`config.mk`:
```
export PLATFORM = sky130hd
export DESIGN_NAME = hdmi_rd_sched
export DESIGN_NICKNAME = d
export VERILOG_FILES = /design/src/rtl/hdmi_rd_pkg.sv /design/src/rtl/rr_arb2.sv /design/src/rtl/hdmi_rd_sched.sv
export SDC_FILE = /design/constraint.sdc
export NUM_CORES = 1
export LEC_CHECK = 0
export ABC_AREA = 1
export BUFFER_PORTS_ARGS = -buffer_cell sky130_fd_sc_hd__buf_2
export CAP_MARGIN = 20
export CORE_MARGIN = 4
export CORE_UTILIZATION = 60
export CTS_CLUSTER_DIAMETER = 40
export DETAILED_ROUTE_END_ITERATION = 7
export PLACE_DENSITY = 0.9
export SYNTH_ARGS = -nofsm -noshare
export SYNTH_HDL_FRONTEND = slang
export SYNTH_SLANG_ARGS = --single-unit
```
`constraint.sdc`:
```
create_clock -name hdmi_clk -period 9.9 [get_ports hdmi_clk]
set_input_delay 0.99 -clock hdmi_clk [delete_from_list [all_inputs] [get_ports hdmi_clk]]
set_output_delay 0.99 -clock hdmi_clk [all_outputs]
set_load 0.05 [all_outputs]
```
`src/rtl/hdmi_rd_pkg.sv`:
```
// Shared types and constants for the HDMI frame-buffer read scheduler.
package hdmi_rd_pkg;
   typedef enum logic [1:0] {
      IDLE = 2'd0,
      REQ  = 2'd1,
      WAIT = 2'd2
   } state_t;

   localparam int BEAT_PIX      = 8;
   localparam int OFF_W         = 24;
   localparam int ADDR_W_DEF    = 28;
   localparam int BURST_LEN_DEF = 64;
endpackage

```
`src/rtl/rr_arb2.sv`:
```
// Two-requester round-robin grant; when both request, the one not granted last wins.
module rr_arb2 (
   input  logic [1:0] req,
   input  logic       last,
   output logic       gnt_vld,
   output logic       gnt_idx
);
   always_comb begin
      gnt_vld = |req;
      gnt_idx = 1'b0;
      if (req == 2'b11) gnt_idx = ~last;
      else              gnt_idx = req[1];
   end
endmodule

```
`src/rtl/hdmi_rd_sched.sv`:
```
// Read-burst scheduler sharing one frame-buffer read port between the cam0
// and cam1 line FIFOs, one outstanding burst at a time.
module hdmi_rd_sched
   import hdmi_rd_pkg::*;
#(
   parameter int ADDR_W     = ADDR_W_DEF,
   parameter int BURST_LEN  = BURST_LEN_DEF,
   parameter int FIFO_DEPTH = 512,
   parameter int LVL_W      = 10
) (
   input  logic              hdmi_clk,
   input  logic              sys_rst_n,
   input  logic              frame_start,
   input  logic [12:0]       rd_h_pixel,
   input  logic [12:0]       rd_v_pixel,
   input  logic [ADDR_W-1:0] base0,
   input  logic [ADDR_W-1:0] base1,
   input  logic [LVL_W-1:0]  fifo0_level,
   input  logic [LVL_W-1:0]  fifo1_level,
   output logic              rd_req,
   output logic [ADDR_W-1:0] rd_addr,
   output logic [7:0]        rd_len,
   output logic              rd_sel,
   input  logic              rd_ack,
   input  logic              rd_done,
   output logic              busy
);
   localparam int               BEAT_SH   = $clog2(BEAT_PIX);
   localparam logic [LVL_W-1:0] LVL_MAX   = LVL_W'(FIFO_DEPTH - BURST_LEN);
   localparam logic [OFF_W-1:0] BURST_OFF = OFF_W'(BURST_LEN);

   state_t            state;
   logic [OFF_W-1:0]  frame_beats;
   logic [OFF_W-1:0]  off0;
   logic [OFF_W-1:0]  off1;
   logic              rr;
   logic              pend;

   logic [24:0]       pix_prod;
   logic [OFF_W-1:0]  frame_beats_nxt;
   logic [1:0]        elig;
   logic              gnt_vld;
   logic              gnt_idx;
   logic [OFF_W-1:0]  gnt_off;
   logic [OFF_W-1:0]  remain;
   logic [ADDR_W-1:0] gnt_base;
   logic [7:0]        gnt_len;
   logic [OFF_W-1:0]  done_len;
   logic              finish;

   // Each camera covers half the output width; 8 pixels per beat.
   assign pix_prod        = 25'(rd_h_pixel >> 1) * 25'(rd_v_pixel);
   assign frame_beats_nxt = OFF_W'(pix_prod >> BEAT_SH);

   assign elig[0] = (fifo0_level <= LVL_MAX) && (off0 < frame_beats);
   assign elig[1] = (fifo1_level <= LVL_MAX) && (off1 < frame_beats);

   rr_arb2 u_arb (
      .req     (elig),
      .last    (rr),
      .gnt_vld (gnt_vld),
      .gnt_idx (gnt_idx)
   );

   assign gnt_off  = gnt_idx ? off1 : off0;
   assign gnt_base = gnt_idx ? base1 : base0;
   assign remain   = frame_beats - gnt_off;
   assign gnt_len  = (remain < BURST_OFF) ? remain[7:0] : 8'(BURST_LEN);
   assign done_len = OFF_W'(rd_len);

   // A done that arrives together with the ack closes the burst without visiting WAIT.
   assign finish = ((state == REQ) && rd_ack && rd_done) || ((state == WAIT) && rd_done);
   assign busy   = (state != IDLE);

   always_ff @(posedge hdmi_clk or negedge sys_rst_n) begin
      if (!sys_rst_n) begin
         state       <= IDLE;
         frame_beats <= '0;
         off0        <= '0;
         off1        <= '0;
         rr          <= 1'b1;
         pend        <= 1'b0;
         rd_req      <= 1'b0;
         rd_addr     <= '0;
         rd_len      <= '0;
         rd_sel      <= 1'b0;
      end else begin
         if (finish) begin
            if (rd_sel) off1 <= off1 + done_len;
            else        off0 <= off0 + done_len;
            rr <= rd_sel;
         end
         case (state)
            IDLE: begin
               if (pend || frame_start) begin
                  frame_beats <= frame_beats_nxt;
                  off0        <= '0;
                  off1        <= '0;
                  pend        <= 1'b0;
                  rr          <= 1'b1;
               end else if (gnt_vld) begin
                  rd_addr <= gnt_base + ADDR_W'(gnt_off);
                  rd_len  <= gnt_len;
                  rd_sel  <= gnt_idx;
                  rd_req  <= 1'b1;
                  state   <= REQ;
               end
            end
            REQ: begin
               if (frame_start) pend <= 1'b1;
               if (rd_ack) begin
                  rd_req <= 1'b0;
                  state  <= finish ? IDLE : WAIT;
               end
            end
            WAIT: begin
               // A restart here is deferred until the in-flight burst lands.
               if (frame_start) pend <= 1'b1;
               if (rd_done) state <= IDLE;
            end
            default: state <= IDLE;
         endcase
      end
   end
endmodule

```
# Word level (Yosys, flattened, before mapping)

Cells that the tools add are included.

Add/subtract/negate cells: 4
Multiply operators: 1
$lt $le $gt $ge: 5
Eq/ne operators: 9
Muxes and demuxes: 28
Bitwise operators: 2
Reductions and logical operators: 18

Operators with widths:

| cell                | count |
|---|---|
| $mux 24             | 9 |
| $add 24x8->24       | 2 |
| $lt 24x22->1        | 2 |
| $add 28x24->28      | 1 |
| $mux 28             | 1 |
| $mul 12x13->25      | 1 |
| $lt 24x7->1 const B | 1 |
| $sub 22x24->24      | 1 |
| $le 10x9->1 const B | 2 |
| $mux 2              | 5 |
| $ne 2x2->1 const B  | 5 |
| $mux 1              | 9 |
| $mux 8              | 1 |
| $reduce_and 4->1    | 2 |
| $pmux 2 s3          | 1 |
| $reduce_and 3->1    | 2 |
| $reduce_bool 2->1   | 3 |
| $logic_and 1x1->1   | 5 |
| $eq 2x2->1 const B  | 2 |
| $pmux 1 s2          | 2 |
| $reduce_or 2->1     | 2 |
| $eq 2x1->1 const B  | 1 |
| $logic_not 2->1     | 1 |
| $logic_or 1x1->1    | 2 |
| 3 further kinds     | 4 |

Register bits after elaboration: 112
Bits of input ports: 107
Word-level logic and storage cells: 77

# Depth between registers and ports, before layout

Gate-level depths: netlist (run 1).

Depth after elaboration: 8
Depth in mapped cells: 36
Gate-level depth less buffers: 33

# Modules after synthesis

A second synthesis (run 1) with hierarchy kept.

Cells, all modules: 2272
Area total of the unflattened synthesis: 15483.6 um^2

By module, submodules not included:

| module        | instances | cells each | area an instance (um^2) | seq. area each (um^2) |
|---|---|---|---|---|
| hdmi_rd_sched | 1         | 2269       | 15468.6                 | 2803.9 |
| rr_arb2       | 1         | 3          | 15.0                    | 0.0 |

# Worst setup path after synthesis (run 1)

No wires, ideal clock.

Path type: input-to-reg
Start: input rd_v_pixel[0]
End: register frame_beats[21]
Arrival time: 5.976 ns
Setup slack: 3.791 ns
Cell stages on the path: 26
Buffers on the path: 1
Cell sequence: clkbuf_1 > nand2_1 > fa_1 > fa_1 > inv_1 > fa_1 > inv_1 > fa_1 > inv_1 > fa_1 > ha_1 > a21oi_1 > inv_1 > a31oi_1 > o21ai_0 > nand2_1 > nand2_1 > a21boi_0 > o21ai_0 > nand2_1 > inv_1 > nor2_1 > nor2_1 > nor2_1 > xnor2_1 > o21ai_0

Cells in the longest elaborated chain, start to end: 1

RTL lines:

| element              | RTL line            | RTL |
|---|---|---|
| start, declared      | hdmi_rd_sched.sv:15 | `input logic [12:0] rd_v_pixel,` |
| $mul 12x13->25       | hdmi_rd_sched.sv:52 | `assign pix_prod = 25'(rd_h_pixel >> 1) * 25'(rd_v_pixel);` |
| end signal, assigned | hdmi_rd_sched.sv:96 | `frame_beats <= frame_beats_nxt;` |
| end, declared        | hdmi_rd_sched.sv:33 | `logic [OFF_W-1:0] frame_beats;` |

No other way between the ends.
A chain may end at the register's enable or synchronous reset.

# Worst setup path after layout (run 1)

Start: input rd_h_pixel[6]
End: register frame_beats[21]

Cells in the longest elaborated chain, start to end: 1

RTL lines:

| element         | RTL line            | RTL |
|---|---|---|
| start, declared | hdmi_rd_sched.sv:14 | `input logic [12:0] rd_h_pixel,` |
| $mul 12x13->25  | hdmi_rd_sched.sv:52 |  |

No other way between the ends.

==> results of run 1 <==
==> metal layers <==
layer / routed length (um) / share of wire, %
met3: 2780 / 6.4
met5: 0 / 0
met1: 17100 / 39
met2: 21300 / 49
met4: 2040 / 4.7
==> worst min-delay path: cells and delay by family, from the launching register on <==
family | cells | cell delay [ns]
and+or+nand+nor | 1 | 0.05
DFF | 1 | 0.34
AOI/OAI and AO/OA | 1 | 0.06
==> layout make-up <==
class | count | share of cell area, %
Clock inverter | 6 | 0.360
Multi-Input combinational cell | 1684 | 65.2
Tap cell | 330 | 2.48
Timing Repair Buffer | 150 | 4.61
Clock buffer | 10 | 1.37
Inverter | 406 | 9.14
Sequential cell | 112 | 16.8
==> power breakdown <==
part / leakage (nW) / internal [mW] / switching (mW)
registers: 1.47 / 0.591 / 0.127
clock network: 0.141 / 0.178 / 0.195
logic: 7.75 / 1.16 / 2.24
==> flip-flops by register name, indices dropped and copies added, names as in the netlist <==
name,cells
rd_len,8
frame_beats,22
off1,24
rd_addr,28
state,2
rr,1
rd_req,1
rd_sel,1
pend,1
off0,24
==> cell usage after synthesis, types with 16 or more instances <==
master	n	area share (%)
nand4_1	29	1.2
nor3_1	22	0.71
clkbuf_1	47	1.1
nand2_2	25	1.0
nand2_1	677	16
a21oi_1	112	3.6
inv_1	398	9.7
nand3_1	105	3.4
xnor2_1	16	0.91
o21ai_0	94	3.0
fa_1	114	15
xor2_1	25	1.4
dfrtp_1	111	18
nor2_1	167	4.1
ha_1	155	13
==> per-stage QoR <==
step	instances	hold slack, ns	instance area, um^2	setup WS (ns)	util [%]
floorplan	2256	0.454	15400	3.79	-
global placement	2682	0.460	16400	3.33	64.9
detailed placement	2682	0.462	16400	3.21	64.9
CTS	2698	0.485	16700	3.59	66.0
global route	2698	0.516	16700	3.18	66.0
finish	2698	0.483	16700	3.55	66.0
==> worst max-delay path by stage <==
stage	to	slack, ns	cells after the start
2_1_floorplan	frame_beats[21]$_DFFE_PN0P_	3.79	26
3_3_place_gp	frame_beats[21]$_DFFE_PN0P_	3.33	28
3_5_place_dp	frame_beats[21]$_DFFE_PN0P_	3.21	26
4_1_cts	frame_beats[21]$_DFFE_PN0P_	3.59	26
5_1_grt	frame_beats[21]$_DFFE_PN0P_	3.18	28
6_report	frame_beats[21]$_DFFE_PN0P_	3.55	28
==> cells by family (layout without fill, tap and decap cells) <==
logic type | count (synthesis) | after routing | synth area share, %
AND/OR/NAND/NOR | 1087 | 1087 | 29.9
buffers and inverters | 460 | 572 | 11.4
AO/OA/AOI/OAI | 284 | 284 | 10.6
adder cells (fa/ha/maj) | 269 | 269 | 27.4
flip-flops | 112 | 112 | 18.2
XOR/XNOR | 42 | 42 | 2.43
multiplexers | 2 | 2 | 0.130
==> impl_metrics.py, run 1 <==
metrics = {
    "status": {
        "status": "complete, no violations",
    },
    "place": {
        "numPortBuffers": 144,
        "post-dp-hpwl_um": 35800,
        "gp_congestion": 0.987,
    },
    "floorplan": {
        "chipHeight_um": 168,
        "start_util_pct": 61.1,
        "die_w_um": 168,
        "fp.dieArea_um2": 28300,
        "coreArea_um2": 25300,
        "io_pins": 146,
        "std_cell_rows": 58,
    },
    "critical_path": {
        "cpMostUsedCell": "nand2_1",
        "path_class": "input port to flip-flop",
        "cp_slowest_stage_delay_ns": 0.54,
        "crit_family": "adder cells",
        "worstPathMaxFanout": 13,
        "cp-end-kind": "flip-flop",
        "r2r_end": "rd_len[4]$_DFFE_PN0P_",
        "crit_required_ns": 10.11,
        "timing.rr.start": "frame_beats[19]$_DFFE_PN0P_",
        "crit_buf_inv": 5,
        "cp.arrival_ns": 6.57,
        "cpMaxStageDelayCell": "fa_1",
        "startpoint": "rd_h_pixel[6]",
        "reg2reg_setup_slack_ns": 4.27,
        "reg2reg_depth": 29,
        "worstSetupStartpointType": "input port",
    },
    "timing": {
        "layout_min_cycle_time_ns": 6.35,
        "rsz0062_at_grt": "false",
        "setup_violations": 0,
        "drv_slew": 0,
        "period_share_pct": 64.1,
        "max_slew_margin_pct": 37.0,
        "clock.fmax_mhz": 157,
        "tightest_slew_ns": 0.939,
        "hold_violations": 0,
        "setup_tns_ns": 0,
        "skew_ns": 0.0216,
    },
    "clocking": {
        "cts_tree": "built",
        "clock_sinks": 112,
        "cts_made_buffers": 9,
        "hold_buffers": 0,
        "htreeDepth": 3,
        "clockBufferDepth": 2,
        "cts_setup_buffers": 0,
        "postCtsResizedCells": 0,
        "clk_latency_ns": 0.37,
        "clk_pin_slew_ns": 0.08,
        "cts_root_buf": "clkbuf_16",
    },
    "power": {
        "power_mw": 4.49,
        "power.density_nw_per_um2": 269,
        "vdd_ir_drop_max_uv": 189,
        "p_leak_nw": 9.36,
    },
    "logic_synthesis": {
        "synth.cell_area_um2": 15400,
        "ys_ff_latch": 112,
        "ys_seq_area_share_pct": 18.2,
        "yosysWarningCount": 0,
        "ys_types": 60,
        "synth-async-reset-ratio_pct": 100,
        "syn-instance-count": 2256,
        "syn_nets": 2632,
        "synthFlopType": "dfrtp_1",
        "synth-edff-count": 0,
        "avgSynthCellArea_um2": 6.84,
    },
    "worst_hold_path": {
        "worstHoldStart": "rd_addr[11]$_DFFE_PN0P_",
        "min_path_type": "flip-flop to flip-flop",
        "hold_end": "rd_addr[11]$_DFFE_PN0P_",
        "min_path_cells": 2,
    },
    "global_routing": {
        "antenna_found_initial": 0,
        "use_met3_pct": 3.80,
        "top_usage_layer": "met2",
        "met2_usage_pct": 54.1,
        "use_met1_pct": 37.2,
        "grt_max_degree": 63,
        "grtUsageTotal_pct": 30.6,
        "grt_pass1_vias": 15100,
        "grt-ovfl-total": 0,
        "grt_pass1_wl_um": 71500,
    },
    "finish": {
        "layout_common_cells": "677 x nand2_1, 398 x inv_1, 166 x nor2_1, 155 x ha_1, 143 x buf_2",
        "fill_cells": 2160,
        "multiInputGateArea_um2": 10900,
        "drive_gt1_share_pct": 10.4,
        "nets": 2739,
        "n_antenna_cell": 0,
        "final_common_cell": "nand2_1",
        "seq_area_um2": 2800,
        "synthToLayoutAreaGrowth_pct": 8.02,
    },
    "drt": {
        "drc": 0,
        "viasPerCell": 5.63,
        "first_pass_iters": 7,
        "drt-initial-drc-count": 1040,
        "antenna_left": 0,
        "vias": 15200,
        "wire_per_inst_um": 16.0,
        "drt_wl_total_um": 43200,
    },
    "run": {
        "drv_cap": 0,
    },
}
Power figures use the tool's default switching activity.
==> run 2: changes to the inputs <==
--- a/config.mk
+++ b/config.mk
@@ -5,14 +5,14 @@
 export SDC_FILE = /design/constraint.sdc
 export NUM_CORES = 1
 export LEC_CHECK = 0
-export ABC_AREA = 1
+export ABC_AREA = 0
 export BUFFER_PORTS_ARGS = -buffer_cell sky130_fd_sc_hd__buf_2
 export CAP_MARGIN = 20
 export CORE_MARGIN = 4
-export CORE_UTILIZATION = 60
+export CORE_UTILIZATION = 56
 export CTS_CLUSTER_DIAMETER = 40
 export DETAILED_ROUTE_END_ITERATION = 7
-export PLACE_DENSITY = 0.9
+export PLACE_DENSITY = 0.88
 export SYNTH_ARGS = -nofsm -noshare
 export SYNTH_HDL_FRONTEND = slang
 export SYNTH_SLANG_ARGS = --single-unit
==> constraint.sdc (replaced) <==
create_clock -name hdmi_clk -period 5.5 [get_ports hdmi_clk]
set_input_delay 0.55 -clock hdmi_clk [delete_from_list [all_inputs] [get_ports hdmi_clk]]
set_output_delay 0.55 -clock hdmi_clk [all_outputs]
set_load 0.05 [all_outputs]
==> run 2 against run 1 <==
Compared with the run above: the run now ends with setup timing left; non-clock buffer count increased by 203; first-iteration DRC count increased by 30%; flip-flop and latch count unchanged; critical endpoint is now frame_beats[20]$_DFFE_PN0P_; sequential share of layout area decreased by 1.6 points.
==> impl_metrics.py, run 2 <==
metrics = {
    "status": {
        "status": "finished with violations",
        "violations": "setup timing",
    },
    "timing": {
        "skew_ns": 0.0110,
        "hold_violations": 0,
        "period_share_pct": 101,
        "clock.fmax_mhz": 179,
        "setup_violations": 1,
        "drv_slew": 0,
        "rsz0062_at_grt": "true",
        "tightest_slew_ns": 1.09,
        "holdWs_ns": 0.202,
        "setup_slack_ns": -0.0804,
        "max_slew_margin_pct": 26.8,
        "layout_min_cycle_time_ns": 5.58,
    },
    "place": {
        "dp_cells": 2441,
        "dpl_cell_area_um2": 17400,
        "gp_congestion": 1.02,
        "post-dp-hpwl_um": 34100,
        "numPortBuffers": 144,
    },
    "floorplan": {
        "coreArea_um2": 26300,
        "start_util_pct": 57.5,
        "io_pins": 146,
        "std_cell_rows": 59,
        "chipHeight_um": 172,
        "die_w_um": 172,
        "fp.dieArea_um2": 29700,
    },
    "drt": {
        "drc": 0,
        "drt_wl_total_um": 43600,
        "drt-initial-drc-count": 1354,
        "vias": 14700,
        "antenna_left": 0,
        "wire_per_inst_um": 17.5,
        "first_pass_iters": 7,
        "viasPerCell": 5.91,
    },
    "power": {
        "power.density_nw_per_um2": 474,
        "vdd_ir_drop_max_uv": 253,
        "power_mw": 8.75,
        "p_leak_nw": 9.35,
    },
    "logic_synthesis": {
        "yosys-top-cells-area": "dfrtp_1 18%, fa_1 15%, ha_1 13%",
        "synth.cell_area_um2": 15100,
        "syn_nets": 2241,
        "avgSynthCellArea_um2": 8.10,
        "yosysMostFrequentCell": "nand2_1",
        "ys_types": 86,
        "synth_top_area_share_pct": 18.4,
        "synth-async-reset-ratio_pct": 100,
        "synth-edff-count": 0,
        "synthFlopType": "dfrtp_1",
        "ys_seq_area_share_pct": 18.6,
        "syn-instance-count": 1865,
        "ys_ff_latch": 112,
        "yosysWarningCount": 0,
        "synth_common_cells": "323 x nand2_1, 200 x inv_1, 155 x ha_1",
        "yosys.area.top_type": "dfrtp_1",
    },
    "finish": {
        "fin_cells": 2488,
        "n_antenna_cell": 0,
        "synthToLayoutAreaGrowth_pct": 22.3,
        "reg_top3": "rd_addr x28, off0 x24, off1 x24",
        "fin_util_pct": 70.3,
        "layout_common_cells": "305 x nand2_1, 199 x buf_4, 191 x inv_1, 139 x ha_1, 133 x buf_2",
        "final_common_cell": "nand2_1",
        "largest_reg_flops": 28,
        "largest_register": "rd_addr",
        "nets": 2524,
        "finalInstanceArea_um2": 18500,
        "drive_gt1_share_pct": 23.5,
    },
    "critical_path": {
        "reg2reg_depth": 25,
        "timing.rr.start": "frame_beats[19]$_DFFE_PN0P_",
        "cpMaxStageDelayCell": "fa_1",
        "cp_slowest_stage_delay_ns": 0.56,
        "cp-end-kind": "flip-flop",
        "crit_required_ns": 5.77,
        "worstSetupStartpointType": "input port",
        "cp.arrival_ns": 5.85,
        "r2r_end": "rd_len[6]$_DFFE_PN0P_",
        "worstPathMaxFanout": 7,
        "path_class": "input port to flip-flop",
        "cpMostUsedCell": "fa_1",
        "reg2reg_setup_slack_ns": 0.12,
    },
    "clocking": {
        "clockBufferDepth": 2,
        "cts_tree": "built",
        "clk_pin_slew_ns": 0.08,
        "clock_sinks": 112,
        "clk_latency_ns": 0.37,
        "cts_root_buf": "clkbuf_16",
        "cts_made_buffers": 9,
        "htreeDepth": 3,
        "hold_buffers": 0,
    },
    "worst_hold_path": {
        "min_path_type": "input port to asynchronous set/reset pin",
    },
    "global_routing": {
        "grt_pass1_vias": 14600,
        "grt_pass1_wl_um": 68900,
        "grt-ovfl-total": 0,
        "grtUsageTotal_pct": 28.3,
        "grt_max_degree": 64,
        "antenna_found_initial": 0,
    },
    "run": {
        "drv_cap": 0,
    },
}
[run 2: cell types whose count changed after synthesis, sizes merged, moves of 18 or more]
cell / delta
nand2: -379
and2: +62
and3: +19
inv: -203
nand3: -75
nor2: -56
a21oi: -20
xor2: +18
mux2i: +27
clkbuf: +22
xnor2: +37
[run 2: stage by stage]
stage,setup TNS (ns),setup slack (ns)
floorplan,0,0.000590
global placement,-1.18,-0.394
detailed placement,-2.67,-0.713
CTS,-0.00102,-0.00102
global route,-1.47,-0.273
finish,-0.0804,-0.0804
[run 2: area by class of cell]
class,instances,area (um^2)
multi-input combinational,1472,11800
fill,1902,7810
sequential,112,2800
timing repair buffer,353,2400
inverter,200,751
tap,335,419
clock buffer,10,239
clock inverter,6,90.1
[run 2: critical path, delay by kind of cell]
kind	cells	cell delay, ns
AOI/OAI and AO/OA	9	1.38
buffers and inverters	7	0.59
and+or+nand+nor	4	0.86
adders and majority gates	6	2.47
[run 2: per-layer routing]
metal | GRT usage (%) | vias to the layer above | share of wire [%] | wire, um
met5 | 0 | - | 0 | 0
met4 | 10.8 | 0 | 3.9 | 1710
met3 | 3.02 | 145 | 7.8 | 3390
met2 | 49.7 | 734 | 49 | 21400
met1 | 36.1 | 6944 | 39 | 17200
li1 | - | 6876 | - | -
[run 2: kinds of logic after synthesis]
logic type / share of synthesized area [%]
AOI/OAI and AO/OA: 17.0
adders and majority gates: 28.3
buffers and inverters: 7.14
DFF: 18.6
and+or+nand+nor: 20.8
xor gates and xnor gates: 5.63
muxes: 2.54
[run 2: repair_timing]
item	4_1_cts	5_1_grt
gates resized for setup	11	100
setup buffers	16	17
gates cloned	0	1
pin swaps	6	59
setup endpoints to repair	12	25
[run 2: worst max path at each step]
stage                        startpoint                     endpoint  slack [ns]
after floorplan           rd_h_pixel[6]  frame_beats[21]$_DFFE_PN0P_      0.0006
after global placement    rd_h_pixel[6]  frame_beats[20]$_DFFE_PN0P_       -0.39
after detailed placement  rd_h_pixel[6]  frame_beats[21]$_DFFE_PN0P_       -0.71
after CTS                 rd_h_pixel[6]  frame_beats[16]$_DFFE_PN0P_      -0.001
after global routing      rd_v_pixel[0]  frame_beats[20]$_DFFE_PN0P_       -0.27
final                     rd_v_pixel[1]  frame_beats[20]$_DFFE_PN0P_       -0.08
[run 2: power by group]
group          switching, mW  internal (mW)
Clock                  0.342          0.415
Combinational           3.79           3.02
Sequential             0.142           1.04
Total                   4.28           4.47
